--- src/rtl/bcd_cnt_pkg.sv ---
// Shared types and helpers for the BCD up/down counter slice.
// A digit is one 4-bit decade; codes above DIGIT_MAX are illegal and get recovered when counting.
package bcd_cnt_pkg;

    localparam int DIGIT_W = 4;
    localparam logic [DIGIT_W-1:0] DIGIT_MAX = 4'd9;

    typedef logic [DIGIT_W-1:0] bcd_digit_t;

    function automatic logic is_illegal_digit(input bcd_digit_t d);
        return (d > DIGIT_MAX);
    endfunction

endpackage

--- src/rtl/bcd_digit.sv ---
// One BCD decade with synchronous load, up/down step and carry/borrow out.
// Latency: q updates one CLK after load/cin; cout is combinational from q, dn and cin.
// Backpressure: none; the digit steps whenever cin is high and load is low.
module bcd_digit
    import bcd_cnt_pkg::*;
(
    input  logic       CLK,
    input  logic       RSTn,
    input  logic       cin,
    input  logic       dn,
    input  logic       load,
    input  bcd_digit_t ld_dig,
    output bcd_digit_t q,
    output logic       cout
);

    bcd_digit_t q_nxt;
    logic       gen;

    // Illegal codes wrap to 0 with carry going up, but settle on 9 without borrow going down.
    always_comb begin
        q_nxt = q;
        gen   = 1'b0;
        if (!dn) begin
            if (q >= DIGIT_MAX) begin
                q_nxt = '0;
                gen   = 1'b1;
            end else begin
                q_nxt = q + 4'd1;
            end
        end else begin
            if (is_illegal_digit(q)) begin
                q_nxt = DIGIT_MAX;
            end else if (q == '0) begin
                q_nxt = DIGIT_MAX;
                gen   = 1'b1;
            end else begin
                q_nxt = q - 4'd1;
            end
        end
    end

    assign cout = cin & gen;

    always_ff @(posedge CLK or negedge RSTn) begin
        if (!RSTn) begin
            q <= '0;
        end else if (load) begin
            q <= ld_dig;
        end else if (cin) begin
            q <= q_nxt;
        end
    end

endmodule

--- src/rtl/bcd_updown_counter.sv ---
// Cascadable DIGITS-decade BCD up/down counter with load, terminal count and RCOn; MATCH built only with BCD_CNT_MATCH_EN.
// Latency: Q one CLK after LOADn/CTENn; MAX_MIN, RCOn and MATCH are combinational.
// Backpressure: none; CTENn gates counting and RCOn feeds the next stage's CTENn.
module bcd_updown_counter
    import bcd_cnt_pkg::*;
#(
    parameter int DIGITS = 2
)(
    input  logic                      CLK,
    input  logic                      RSTn,
    input  logic                      LOADn,
    input  logic                      CTENn,
    input  logic                      U_Dn,
    input  logic [DIGIT_W*DIGITS-1:0] LD_INPUT,
    input  logic [DIGIT_W*DIGITS-1:0] CMP_VAL,
    output logic [DIGIT_W*DIGITS-1:0] Q,
    output logic                      MAX_MIN,
    output logic                      RCOn,
    output logic                      MATCH
);

    logic              load;
    logic [DIGITS:0]   step_chain;
    logic              all_nine;
    logic              all_zero;
    logic              unused_carry;

    assign load          = ~LOADn;
    assign step_chain[0] = ~CTENn;
    assign unused_carry  = step_chain[DIGITS];

    // Digit k steps only when every lower digit generates carry/borrow in this cycle.
    for (genvar k = 0; k < DIGITS; k++) begin : g_digit
        bcd_digit u_digit (
            .CLK    (CLK),
            .RSTn   (RSTn),
            .cin    (step_chain[k]),
            .dn     (U_Dn),
            .load   (load),
            .ld_dig (LD_INPUT[DIGIT_W*k +: DIGIT_W]),
            .q      (Q[DIGIT_W*k +: DIGIT_W]),
            .cout   (step_chain[k+1])
        );
    end

    always_comb begin
        all_nine = 1'b1;
        all_zero = 1'b1;
        for (int k = 0; k < DIGITS; k++) begin
            if (Q[DIGIT_W*k +: DIGIT_W] != DIGIT_MAX) all_nine = 1'b0;
            if (Q[DIGIT_W*k +: DIGIT_W] != '0)        all_zero = 1'b0;
        end
    end

    assign MAX_MIN = U_Dn ? all_zero : all_nine;
    assign RCOn    = ~(MAX_MIN & ~CTENn);

`ifdef BCD_CNT_MATCH_EN
    assign MATCH = (Q == CMP_VAL);
`else
    logic unused_cmp;
    assign unused_cmp = ^CMP_VAL;
    assign MATCH      = 1'b0;
`endif

endmodule

--- config.mk ---
export PLATFORM = sky130hd
export DESIGN_NAME = bcd_updown_counter
export DESIGN_NICKNAME = d
export VERILOG_FILES = /design/src/rtl/bcd_cnt_pkg.sv /design/src/rtl/bcd_digit.sv /design/src/rtl/bcd_updown_counter.sv
export SDC_FILE = /design/constraint.sdc
export NUM_CORES = 1
export LEC_CHECK = 0
export BUFFER_PORTS_ARGS = -buffer_cell sky130_fd_sc_hd__buf_2
export CORE_MARGIN = 2
export CORE_UTILIZATION = 35
export CTS_CLUSTER_DIAMETER = 60
export DETAILED_ROUTE_END_ITERATION = 6
export GPL_TIMING_DRIVEN = 0
export PLACE_DENSITY_LB_ADDON = 0.15
export SYNTH_ARGS = -nofsm -noshare
export SYNTH_HDL_FRONTEND = slang
export SYNTH_SLANG_ARGS = --single-unit
--- constraint.sdc ---
create_clock -name CLK -period 1.7 [get_ports CLK]
set_input_delay 0.085 -clock CLK [delete_from_list [all_inputs] [get_ports CLK]]
set_output_delay 0.085 -clock CLK [all_outputs]
set_load 0.01 [all_outputs]
# Word level (Yosys, flattened, before mapping)
# Index checks and enable logic that the tools add are counted.
# classes
add_sub_neg,4
n_lt_le_gt_ge,4
eq_ne,4
muxes,21
bitwise_logic,4
reduce_logical,4
# ops
op,n
4-bit two-way mux,12
1-bit two-way mux,9
4-bit by 1-bit adder with 4-bit output (second input constant),2
4-bit greater-or-equal comparator (second input constant),2
4-bit > comparator (second input constant),2
4-bit zero test,2
4-bit != test (second input constant),2
4-bit nonzero test,2
4-bit by 1-bit subtractor with 4-bit output (second input constant),2
1-bit bitwise AND,2
2-bit by 1-bit != test with 1-bit output (second input constant),1
2-bit != test (second input constant),1
1-bit inverter,2
# totals
regBits,8
input_bits,21
out_inout_bits,11
wordCells,43

# Longest topological paths before layout
# depth
depth_word,7
ltp_mapped,6
mapped_depth_nobuf,6

# By module
# Synthesis repeated with hierarchy kept, for this count alone.
# hier_totals
cells_unflattened,132
area_unflattened_um2,993.5
# modules_own_cells
module,n_inst,cells_per_inst,area_each_um2,seq_area_each_um2
bcd_digit,2,61,464.2,100.1
bcd_updown_counter,1,10,65.1,0.0

# Least setup slack after synthesis
# No wires, ideal clock.
# synth_timing
path_type,register to register
startpoint,reg g_digit[0].u_digit.q[0]
endpoint,reg g_digit[1].u_digit.q[3]
setup_ns,0.136
arrival_time_ns,1.561
t_required_ns,1.564
path_slack_ns,0.003
stages_incl_launch_ff,7
n_path_buf,0
synth_period_minus_slack_ns,1.697
cell_sequence,dfrtp_1 inv_1 ha_1 or3b_4 a22oi_4 or2_4 o221ai_2
# synth_between
elab_chain_cells,6
elab_cells_between_ends,9
classes_between,2 x order compare; 1 x eq/ne; 4 x mux; 1 x bitwise; 1 x reduce/logical
# synth_lines
element,line_no,text
from (decl),bcd_digit.sv:13,"output bcd_digit_t q,"
from (signal assigned),bcd_digit.sv:49,q <= ld_dig;
from (signal assigned),bcd_digit.sv:51,q <= q_nxt;
branches (longest 3 deep; another with 4-bit greater-or-equal comparator),-,
1-bit two-way mux *,bcd_digit.sv:24,if (!dn) begin
1-bit bitwise AND *,bcd_digit.sv:43,assign cout = cin & gen;
2-bit by 1-bit != test with 1-bit output (no line) *,-,
to (signal assigned),bcd_digit.sv:49,
to (signal assigned),bcd_digit.sv:51,
to (decl),bcd_digit.sv:13,
# Mark *: on every way between the ends.
# A chain may end at the register's enable or synchronous reset.

# Final worst setup path
# layout_timing
startpoint,reg g_digit[1].u_digit.q[0]
endpoint,reg g_digit[1].u_digit.q[0]
# layout_between
elab_chain_cells,6
elab_cells_between_ends,11
classes_between,2 x add/sub; 2 x order compare; 6 x mux; 1 x reduce/logical
# layout_lines
element,line_no,text
4-bit by 1-bit subtractor with 4-bit output / 4-bit zero test (equally long branches),"bcd_digit.sv:38, bcd_digit.sv:34",
4-bit two-way mux,bcd_digit.sv:34,end else if (q == '0) begin
4-bit two-way mux,bcd_digit.sv:32,if (is_illegal_digit(q)) begin
4-bit two-way mux *,bcd_digit.sv:24,
4-bit two-way mux *,bcd_digit.sv:50,end else if (cin) begin
4-bit two-way mux *,bcd_digit.sv:48,end else if (load) begin
# Mark *: on every way between the ends. The rest lies on a longest branch, timed or not. The select of a mux whose other input is x is not followed.

==> reports/results.ini <==
[finish]
nets=175
largest_reg_flops=8
max_flop_register=g_digit.u_digit.q
antennaDiodeCount=0
drive_above_1_share_pct=48.6
nFillCells=249
stdcell_area_um2=1260
area_growth_pct=35.8
top_regs=g_digit.u_digit.q (8)
utilization_pct=50.5

[floorplan]
core-area_um2=2500
die_area_um2=3080
die_w_um=55.5
io-pin-count=32
initial_core_util_pct=37.1
rows=18
die_height_um=55.5

[cts]
path_clk_slew_ns=0.05
numCtsBuffers=3
cts_root_buffer=clkbuf_4
cts_tree=yes
clk_path_buf_depth=2
clock_latency_ns=0.25
htree_num_levels=1
cts_num_sinks=8

[outcome]
violations=negative setup slack
status=finished, violations left

[worst_setup_path]
slowest_stage=dfrtp_2
critPathArrivalTime_ns=1.89
rrSetupSlack_ns=-0.007
r2r_start=g_digit[1].u_digit.q[0]$_DFFE_PN0P_
path_class=reg -> reg
worstPathRequired_ns=1.88
cp_max_fo=3
crit_chain=buf_4 > ha_1 > or3b_4 > a21oi_1 > o22ai_1 > o21ai_2
end_kind=flop
start_kind=flop
critPathMaxStageDelay_ns=0.43
reg2reg_depth=6
timing.rr.end=g_digit[1].u_digit.q[0]$_DFFE_PN0P_

[worst_hold_path]
holdPathStages=2
holdCritPathClass=in -> reg
hp-start=LD_INPUT[0]
whs_endpoint=g_digit[0].u_digit.q[0]$_DFFE_PN0P_

[logic_synthesis]
ys_async_sr_fraction_pct=100
synth_common_cells=8 x dfrtp_1, 8 x ha_1, 8 x inv_1
ys_warn_count=0
synth_edf_count=0
yosys.area.top_type=dfrtp_1
synth_nets=135
synth.cell_area_um2=928
synthTopCellsByArea=dfrtp_1 22%, ha_1 11%, nor2b_1 4.0%
ys.flop_type=dfrtp_1
syn_avg_cell_area_um2=8.76
syn_inst=106
ys_types=52
ys_seq_area_share_pct=21.6
synth_seq_cells=8
yosys.area.top_type_share_pct=21.6

[power]
p_per_area_nw_per_um2=684
switching_share_pct=38.2
sequentialPowerShare_pct=28.4
pwr-share-clk_pct=16.9
p_leak_nw=0.563
p_int_uw=533
ir_drop_v=0.000549
pwr-share-comb_pct=54.7
netSwitchingPower_uw=330

[placed_design]
gp_congestion=0.757
numPortBuffers=22
place_ws_ns=-0.143
dpl.hpwl_um=1800
place_area_um2=1080

[drt]
drt_iter0_drc=20
wl_per_cell_um=14.3
vias=955
drt_pass1_iterations=4
remaining_drc_errors=0
viasPerCell=5.49
wl_um=2500
ant_nets=0

[timing]
drv_slew=0
min_period_over_period_pct=100
fin_hold_ws_ns=0.0389
grt_setup_unrepaired=yes
hold_viol=0
min_period_ns=1.71
fin_skew_ns=0.00147
setup_slack_ns=-0.00679
setup_viol=3
timing.fmax_ghz=0.586

[global_route]
grt_max_degree=11
grt_pass1_wl_um=4110
grt_pass1_vias=909
globalRouteOverflowTotal=0
antenna_found_initial=0
grt_usage_pct=16.7

[run]
maxCapViolCount=0

layout make-up:
class / instances / area [um2] / area share [%]
plain buffers: 7 / 51.3 / 4.07
clock buffers: 3 / 22.5 / 1.79
inverters: 9 / 36.3 / 2.88
multi-input cells: 82 / 699 / 55.5
flip-flops and latches: 8 / 204 / 16.2
well taps: 30 / 37.5 / 2.98
repair buffers: 35 / 210 / 16.7
worst max path at each step:
stage | from | endpoint | slack (ns) | cells after the start
after floorplan | g_digit[0].u_digit.q[0]$_DFFE_PN0P_ | g_digit[1].u_digit.q[3]$_DFFE_PN0P_ | 0.003 | 6
final | g_digit[1].u_digit.q[0]$_DFFE_PN0P_ | g_digit[1].u_digit.q[0]$_DFFE_PN0P_ | -0.007 | 6
after global placement | g_digit[0].u_digit.q[0]$_DFFE_PN0P_ | g_digit[1].u_digit.q[3]$_DFFE_PN0P_ | -0.14 | 6
after global routing | g_digit[0].u_digit.q[1]$_DFFE_PN0P_ | RCOn | -0.11 | 7
after detailed placement | g_digit[0].u_digit.q[0]$_DFFE_PN0P_ | g_digit[1].u_digit.q[3]$_DFFE_PN0P_ | -0.14 | 6
after CTS | g_digit[0].u_digit.q[0]$_DFFE_PN0P_ | g_digit[1].u_digit.q[3]$_DFFE_PN0P_ | -0.006 | 6
cell families (layout without fill, tap and decap cells):
group	count (synthesis)	after routing	share of synthesized area, %
buffers and inverters	16	54	9.16
and+or+nand+nor	31	31	22.9
xor gates and xnor gates	1	1	0.944
adders and majority gates	8	8	10.8
other	1	1	0.404
DFF	8	8	21.6
AOI/OAI and AO/OA	41	41	34.2
layout by cell type, fill, tap and decap left out, types with 2 or more instances in the layout:
master	n
a21oi_1	5
a21oi_2	2
a2bb2oi_1	2
a31oi_1	2
buf_2	24
buf_4	14
buf_6	2
clkbuf_4	3
dfrtp_1	5
dfrtp_2	3
ha_1	4
ha_2	2
ha_4	2
inv_1	5
inv_2	2
nand2_1	6
nand2b_1	2
nor2_1	2
nor2b_1	6
o211ai_2	2
o21ai_0	5
o21ai_2	2
o21bai_1	2
o2bb2ai_1	3
or3b_4	2
metal layers:
layer  global-route usage [%]  part of all wire (%)  vias to the layer above
li1                         -                     -                      470
met1                     21.0                    44                      449
met2                     27.7                    49                       31
met3                     4.45                   4.8                        5
met4                     4.88                   1.7                        0
met5                        0                     0                        -
stage by stage:
| step | setup TNS [ns] | std cells | power (mW) |
|---|---|---|---|
| 3_5_place_dp | -0.613 | 158 | 0.620 |
| 3_3_place_gp | -0.537 | 158 | 0.617 |
| 5_1_grt | -0.500 | 174 | 0.923 |
| 2_1_floorplan | 0 | 106 | 0.514 |
| 4_1_cts | -0.0125 | 172 | 0.833 |
| 6_report | -0.0169 | 174 | 0.862 |
power groups by stage:
stage	Combinational (mW)	Sequential, mW	Clock [mW]
after CTS	0.438	0.244	0.151
after global routing	0.513	0.249	0.160
after detailed placement	0.366	0.254	0
final	0.472	0.245	0.146
after global placement	0.363	0.254	0
after floorplan	0.257	0.257	0
worst max-delay path: cells and delay by family, from the launching register on:
| family | cells | cell delay [ns] |
|---|---|---|
| AO/OA/AOI/OAI | 3 | 0.43 |
| adder cells (fa/ha/maj) | 1 | 0.23 |
| buffers and inverters | 1 | 0.15 |
| flip-flops | 1 | 0.43 |
| AND/OR/NAND/NOR | 1 | 0.39 |
repair_timing:
| action | in CTS | in global routing |
|---|---|---|
| hold buffers | 1 | 0 |
| gates resized for setup | 14 | 7 |
| endpoints found under the hold margin | 8 | 0 |
| setup buffers | 10 | 2 |
| pin swaps | 7 | 10 |
| endpoints found under the setup margin | 7 | 9 |
No activity file was read; power rests on OpenSTA's default activity.
